===== config.mk =====
export PLATFORM = sky130hd
export DESIGN_NAME = clk_inv_seq_ctrl
export DESIGN_NICKNAME = d
export VERILOG_FILES = /design/src/rtl/clk_inv_seq_pkg.sv /design/src/rtl/clk_inv_seq_ctrl.sv
export SDC_FILE = /design/constraint.sdc
export NUM_CORES = 1
export LEC_CHECK = 0
export CAP_MARGIN = 25
export CORE_AREA = 2 2 39 41
export CTS_BUF_LIST = sky130_fd_sc_hd__clkbuf_16
export CTS_CLUSTER_DIAMETER = 50
export CTS_CLUSTER_SIZE = 20
export DETAILED_ROUTE_END_ITERATION = 8
export DIE_AREA = 0 0 41 43
export GPL_TIMING_DRIVEN = 0
export HOLD_SLACK_MARGIN = 0.05
export PLACE_DENSITY_LB_ADDON = 0.2
export SYNTH_ARGS = -nofsm -noshare
export SYNTH_HDL_FRONTEND = slang
export SYNTH_SLANG_ARGS = --single-unit

===== constraint.sdc =====
create_clock -name clk_i -period 1.85 [get_ports clk_i]
set_input_delay 0.4625 -clock clk_i [delete_from_list [all_inputs] [get_ports clk_i]]
set_output_delay 0.4625 -clock clk_i [all_outputs]
set_load 0.02 [all_outputs]

===== src/rtl/clk_inv_seq_pkg.sv =====
// Shared types and constants for the clock-polarity switch sequencer.
package clk_inv_seq_pkg;

    typedef enum logic [1:0] {
        IDLE   = 2'd0,
        GATE   = 2'd1,
        SWITCH = 2'd2,
        SETTLE = 2'd3
    } clk_inv_seq_state_e;

    localparam int unsigned CLK_INV_SEQ_CNT_W = 16;

    // Wait-counter width: enough bits to hold max(a, b) - 1, never below 1.
    function automatic int unsigned wait_cnt_width(input int unsigned a, input int unsigned b);
        int unsigned m;
        int unsigned w;
        m = (a > b) ? a : b;
        w = $clog2(m);
        return (w < 1) ? 1 : w;
    endfunction

endpackage


===== src/rtl/clk_inv_seq_ctrl.sv =====
// Clock-polarity switch sequencer: gates the derived clock off, flips the
// inverter select while gated, waits for it to settle, then re-enables.
// Optional macro CLK_INV_SEQ_CNT_EN adds the sw_cnt_o completed-flip counter.
//
// state  | meaning
// IDLE   | clock enabled, waiting for a polarity request
// GATE   | clock gated, waiting GATE_WAIT cycles before the flip
// SWITCH | one cycle in which the select takes the latched target
// SETTLE | clock still gated, waiting SETTLE_WAIT cycles after the flip
module clk_inv_seq_ctrl
    import clk_inv_seq_pkg::*;
#(
    parameter int unsigned GATE_WAIT   = 2,
    parameter int unsigned SETTLE_WAIT = 2,
    parameter logic        INIT_INV    = 1'b0
) (
    input  logic clk_i,
    input  logic rst_ni,
    input  logic req_i,
    input  logic inv_req_i,
    output logic busy_o,
    output logic done_o,
    output logic cg_en_o,
    output logic inv_sel_o
`ifdef CLK_INV_SEQ_CNT_EN
    ,
    output logic [CLK_INV_SEQ_CNT_W-1:0] sw_cnt_o
`endif
);

    localparam int unsigned CW = wait_cnt_width(GATE_WAIT, SETTLE_WAIT);
    localparam logic [CW-1:0] GATE_LOAD   = CW'(GATE_WAIT - 1);
    localparam logic [CW-1:0] SETTLE_LOAD = CW'(SETTLE_WAIT - 1);

    clk_inv_seq_state_e state;
    logic [CW-1:0]      cnt;
    logic               target;

    // Sequencer FSM with its wait down-counter and all registered outputs.
    always_ff @(posedge clk_i) begin
        if (!rst_ni) begin
            state     <= IDLE;
            cnt       <= '0;
            target    <= INIT_INV;
            busy_o    <= 1'b0;
            done_o    <= 1'b0;
            cg_en_o   <= 1'b1;
            inv_sel_o <= INIT_INV;
`ifdef CLK_INV_SEQ_CNT_EN
            sw_cnt_o  <= '0;
`endif
        end else begin
            done_o <= 1'b0;
            case (state)
                IDLE: begin
                    if (req_i && !busy_o) begin
                        if (inv_req_i == inv_sel_o) begin
                            // Already at the requested polarity: acknowledge only.
                            done_o <= 1'b1;
                        end else begin
                            target  <= inv_req_i;
                            cnt     <= GATE_LOAD;
                            cg_en_o <= 1'b0;
                            busy_o  <= 1'b1;
                            state   <= GATE;
                        end
                    end
                end
                GATE: begin
                    if (cnt == '0) begin
                        state <= SWITCH;
                    end else begin
                        cnt <= cnt - CW'(1);
                    end
                end
                SWITCH: begin
                    inv_sel_o <= target;
                    cnt       <= SETTLE_LOAD;
                    state     <= SETTLE;
                end
                SETTLE: begin
                    if (cnt == '0) begin
                        cg_en_o  <= 1'b1;
                        busy_o   <= 1'b0;
                        done_o   <= 1'b1;
`ifdef CLK_INV_SEQ_CNT_EN
                        sw_cnt_o <= sw_cnt_o + CLK_INV_SEQ_CNT_W'(1);
`endif
                        state    <= IDLE;
                    end else begin
                        cnt <= cnt - CW'(1);
                    end
                end
                default: state <= IDLE;
            endcase
        end
    end

endmodule


After elaboration in Yosys (flattened, before gate mapping):

Index checks and enable logic that the tools add are counted.

* flip-flop bits (word level): 8
* input port bits: 4
* word-level logic and storage cells: 45

* $add $sub $neg: 1
* equality and inequality tests: 8
* multiplexer cells: 19
* bitwise logic cells: 1
* reduce and logical (&&, ||, !) cells: 9

Operator list (number)
* $mux W1: 10
* $mux W2: 4
* $ne A2 B2 Y1 const B: 4
* $pmux W2 S4: 1
* $reduce_and A4 Y1: 2
* $pmux W1 S2: 3
* $eq A2 B2 Y1 const B: 2
* $pmux W1 S3: 1
* $reduce_and A3 Y1: 1
* $eq A2 B1 Y1 const B: 1
* $logic_not A2 Y1: 1
* $reduce_and A2 Y1: 1
* $reduce_bool A2 Y1: 1
* $reduce_or A2 Y1: 1
* $eq A1 B1 Y1: 1
* $logic_and A1 B1 Y1: 1
* $logic_not A1 Y1: 1
* $not A1 Y1: 1
* $sub A1 B1 Y1 const B: 1

Longest topological paths before layout:

* word-level depth: 4
* depth in mapped cells: 6
* depth with buffers taken out: 6

Worst setup path after synthesis:

No wires, ideal clock.

* kind: register to register
* start: reg inv_sel_o
* end: reg state[0]
* arrival: 1.381 ns
* data required time: 1.728 ns
* setup slack: 0.348 ns
* stages on the path, launching flop included: 5
* period minus slack after synthesis: 1.502 ns
* path through: dfxtp_1 xor2_2 a31oi_2 or2_1 o311a_1

* longest elaborated chain between the ends: 3

RTL lines
* from (decl): RTL line clk_inv_seq_ctrl.sv:24 `output logic inv_sel_o`
* from (signal assigned): RTL line clk_inv_seq_ctrl.sv:77 `inv_sel_o <= target;`
* $eq A1 B1 Y1: RTL line clk_inv_seq_ctrl.sv:57 `if (inv_req_i == inv_sel_o) begin`
* $ne A2 B2 Y1 (no source line)
* $reduce_and A4 Y1 (no source line)
* to (signal assigned): RTL line clk_inv_seq_ctrl.sv:65 `state <= GATE;`
* to (signal assigned): RTL line clk_inv_seq_ctrl.sv:71 `state <= SWITCH;`
* to (signal assigned): RTL line clk_inv_seq_ctrl.sv:79 `state <= SETTLE;`
* to (decl): RTL line clk_inv_seq_ctrl.sv:35 `clk_inv_seq_state_e state;`

No other way between the ends.
A chain may end at the register's enable or synchronous reset.

Worst setup path after layout:

* start: reg inv_sel_o
* end: out inv_sel_o

No word-level cell between the ends.

==> flow_metrics.py <==
metrics = {
    "timing": {
        "finClkSkew_ns": 0.00118,
        "rsz0062_at_grt": "no",
        "post-route-period-util": 0.956,
        "worst_pin_slew_ns": 0.381,
        "slew_viol_final": 0,
        "fmax_mhz": 565,
        "finalHoldViolations": 0,
        "slew_headroom": 0.746,
        "setup_tns_ns": 0,
        "hold_slack_ns": 0.500,
        "min_period_ns": 1.77,
        "setup-violations-final": 0,
    },
    "yosys": {
        "synth_nets": 60,
        "ys_types": 21,
        "ys_seq_area_frac": 0.349,
        "ys_ff_latch": 8,
        "syn-instance-count": 51,
        "yosys_warnings": 0,
        "syn-mean-instance-area_sq_um": 9.00,
        "syn_area_sq_um": 459,
    },
    "drt": {
        "first_iter_violations": 0,
        "vias": 370,
        "detail_route.vias_per_cell": 4.81,
        "postRouteAntennaNets": 0,
        "drt_first_pass_iters": 1,
        "wl_per_cell_microns": 11.0,
        "drt_drc_violations_left": 0,
        "routed_wl_microns": 848,
    },
    "power_and_ir_drop": {
        "p_int_uw": 698,
        "powerDensity_nw_per_um2": 1670,
        "seqPwrFrac": 0.263,
        "p_leak_nw": 0.276,
        "switchingPower_uw": 357,
        "irDropWorstVdd_uv": 790,
        "switching_share": 0.338,
        "clockPowerShare": 0.350,
        "combinationalPowerShare": 0.386,
    },
    "setup_path": {
        "end_kind": "primary output",
        "r2r.worst_path.cells": 6,
        "cp_slowest_stage_delay_ns": 0.65,
        "path_max_fanout": 5,
        "crit_type": "register to primary output",
        "cp_slowest_cell": "clkdlybuf4s50_1",
        "crit_path_cell_trace": "clkdlybuf4s50_1",
        "r2r-start": "state[0]$_SDFFE_PN0P_",
        "rrSetupSlack_ns": 0.26,
        "startpoint_type": "register",
        "required_ns": 1.39,
        "arrival_ns": 1.31,
        "critPathTopFamily": "buffers and inverters",
        "path_buf_inv": 1,
        "regToRegEndpoint": "state[0]$_SDFFE_PN0P_",
    },
    "worst_hold_path": {
        "hold_depth": 2,
        "min_from": "target$_SDFFE_PN0P_",
        "hold_path.class": "register to register",
        "holdPathEnd": "target$_SDFFE_PN0P_",
    },
    "finish": {
        "fillCellCount": 139,
        "layout.area.seq_sq_um": 160,
        "final_nets": 72,
        "area_growth_pct": 37.9,
        "antennaDiodeCount": 0,
        "multi_input_area_sq_um": 274,
        "drive_gt1_frac": 0.131,
        "layout_common_cells": "inv_1, dfxtp_1, o21ai_0, ha_1, clkdlybuf4s50_1",
    },
    "clocking": {
        "cts_tree": "built",
        "clockBufferDepth": 2,
        "cts.sinks": 8,
        "htreeDepth": 1,
        "clk_latency_ns": 0.23,
        "hold_buffers": 0,
        "cts_root_buf": "clkbuf_16",
        "cts_buffers": 3,
        "clkSlewWorstSetupHoldPaths_ns": 0.04,
    },
    "grt": {
        "grt_overflow": 0,
        "antenna_found_initial": 0,
        "track_usage": 0.123,
        "grt_pass1_wl_mm": 1.37,
        "grt_pass1_vias": 335,
        "grt_max_degree": 11,
    },
    "die": {
        "die_w_microns": 41,
        "rows": 14,
        "pin_count": 8,
        "initial_core_util": 0.332,
        "die_area_sq_um": 1760,
        "core_sq_um": 1380,
        "die_h_microns": 43,
    },
    "outcome": {
        "outcome": "complete, no violations",
    },
    "place": {
        "hpwl_microns": 610,
        "io_buffers": 6,
        "gp_congestion": 0.688,
    },
    "job": {
        "cap_violations": 0,
    },
}
[cells by family (layout without fill, tap and decap cells)]
kind of cell / after synthesis / after routing / synth area share
AO/OA/AOI/OAI: 12 / 12 / 0.202
XOR/XNOR: 1 / 1 / 0.0354
adder cells (fa/ha/maj): 5 / 5 / 0.136
buffers and inverters: 9 / 19 / 0.0736
flip-flops: 8 / 8 / 0.349
multiplexers: 3 / 3 / 0.0654
AND/OR/NAND/NOR: 13 / 13 / 0.139
[flip-flops by register name (all words and copies together), names as in the netlist]
register,cells
state,2
target,1
busy_o,1
cg_en_o,1
done_o,1
cnt,1
inv_sel_o,1
[per-stage QoR]
step | power [mW] | util | instances | area, sq um | setup WS (ns)
final | 1.06 | 0.458 | 77 | 633 | 0.0807
after global routing | 1.12 | 0.458 | 77 | 633 | 0.0393
after CTS | 1.05 | 0.449 | 77 | 622 | 0.0391
after detailed placement | 0.668 | 0.390 | 73 | 539 | -0.250
after global placement | 0.663 | 0.390 | 73 | 539 | -0.252
after floorplan | 0.555 | - | 51 | 459 | 0.348
[synthesized netlist by cell type]
cell type | number | area share
a21boi_0 | 1 | 0.016
and3b_1 | 1 | 0.019
a31oi_2 | 1 | 0.027
dfxtp_1 | 8 | 0.35
mux2i_1 | 3 | 0.065
o21ai_0 | 5 | 0.054
xor2_2 | 1 | 0.035
or2_1 | 1 | 0.014
inv_1 | 8 | 0.065
clkbuf_1 | 1 | 0.0082
nor2b_1 | 1 | 0.014
a41o_2 | 1 | 0.025
o311a_2 | 1 | 0.025
o311a_1 | 1 | 0.022
nand2_1 | 4 | 0.033
nor2_1 | 4 | 0.033
nand3b_1 | 1 | 0.016
o311ai_0 | 1 | 0.019
ha_1 | 5 | 0.14
o22ai_1 | 1 | 0.014
nand3_1 | 1 | 0.011
[power groups by stage]
stage	logic, mW	registers, mW	clock network (mW)
2_1_floorplan	0.254	0.301	0
3_5_place_dp	0.385	0.282	0
3_3_place_gp	0.382	0.281	0
5_1_grt	0.448	0.289	0.382
4_1_cts	0.393	0.279	0.376
6_report	0.408	0.278	0.370
[final cells by class]
class	instances	area share
well taps	16	0.0316
repair buffers	7	0.111
flip-flops and latches	8	0.253
inverters	8	0.0474
multi-input cells	34	0.433
plain buffers	1	0.00593
clock buffers	3	0.119
[per-layer routing]
layer / vias up / wire, microns / global-route usage
met5: - / 0 / 0
met4: 0 / 21 / 0.0600
met3: 3 / 44 / 0.0785
met2: 7 / 382 / 0.178
met1: 167 / 400 / 0.134
li1: 193 / - / -
[worst max-delay path by stage]
stage                                       end  depth (start not counted)                   start  slack, ns
after global placement    state[0]$_SDFFE_PN0P_                          5               inv_req_i      -0.25
after detailed placement  state[0]$_SDFFE_PN0P_                          5               inv_req_i      -0.25
after global routing                  inv_sel_o                          1  inv_sel_o$_SDFFE_PN0N_       0.04
final                                 inv_sel_o                          1  inv_sel_o$_SDFFE_PN0N_       0.08
after floorplan           state[0]$_SDFFE_PN0P_                          4  inv_sel_o$_SDFFE_PN0N_       0.35
after CTS                 state[0]$_SDFFE_PN0P_                          5               inv_req_i       0.04
[repair_timing]
item | CTS | global route
endpoints found under the setup margin | 1 | 1
resized for setup | 0 | 2
pin swaps | 1 | 0
setup buffers | 1 | 0
No activity file was read; power rests on OpenSTA's default activity.
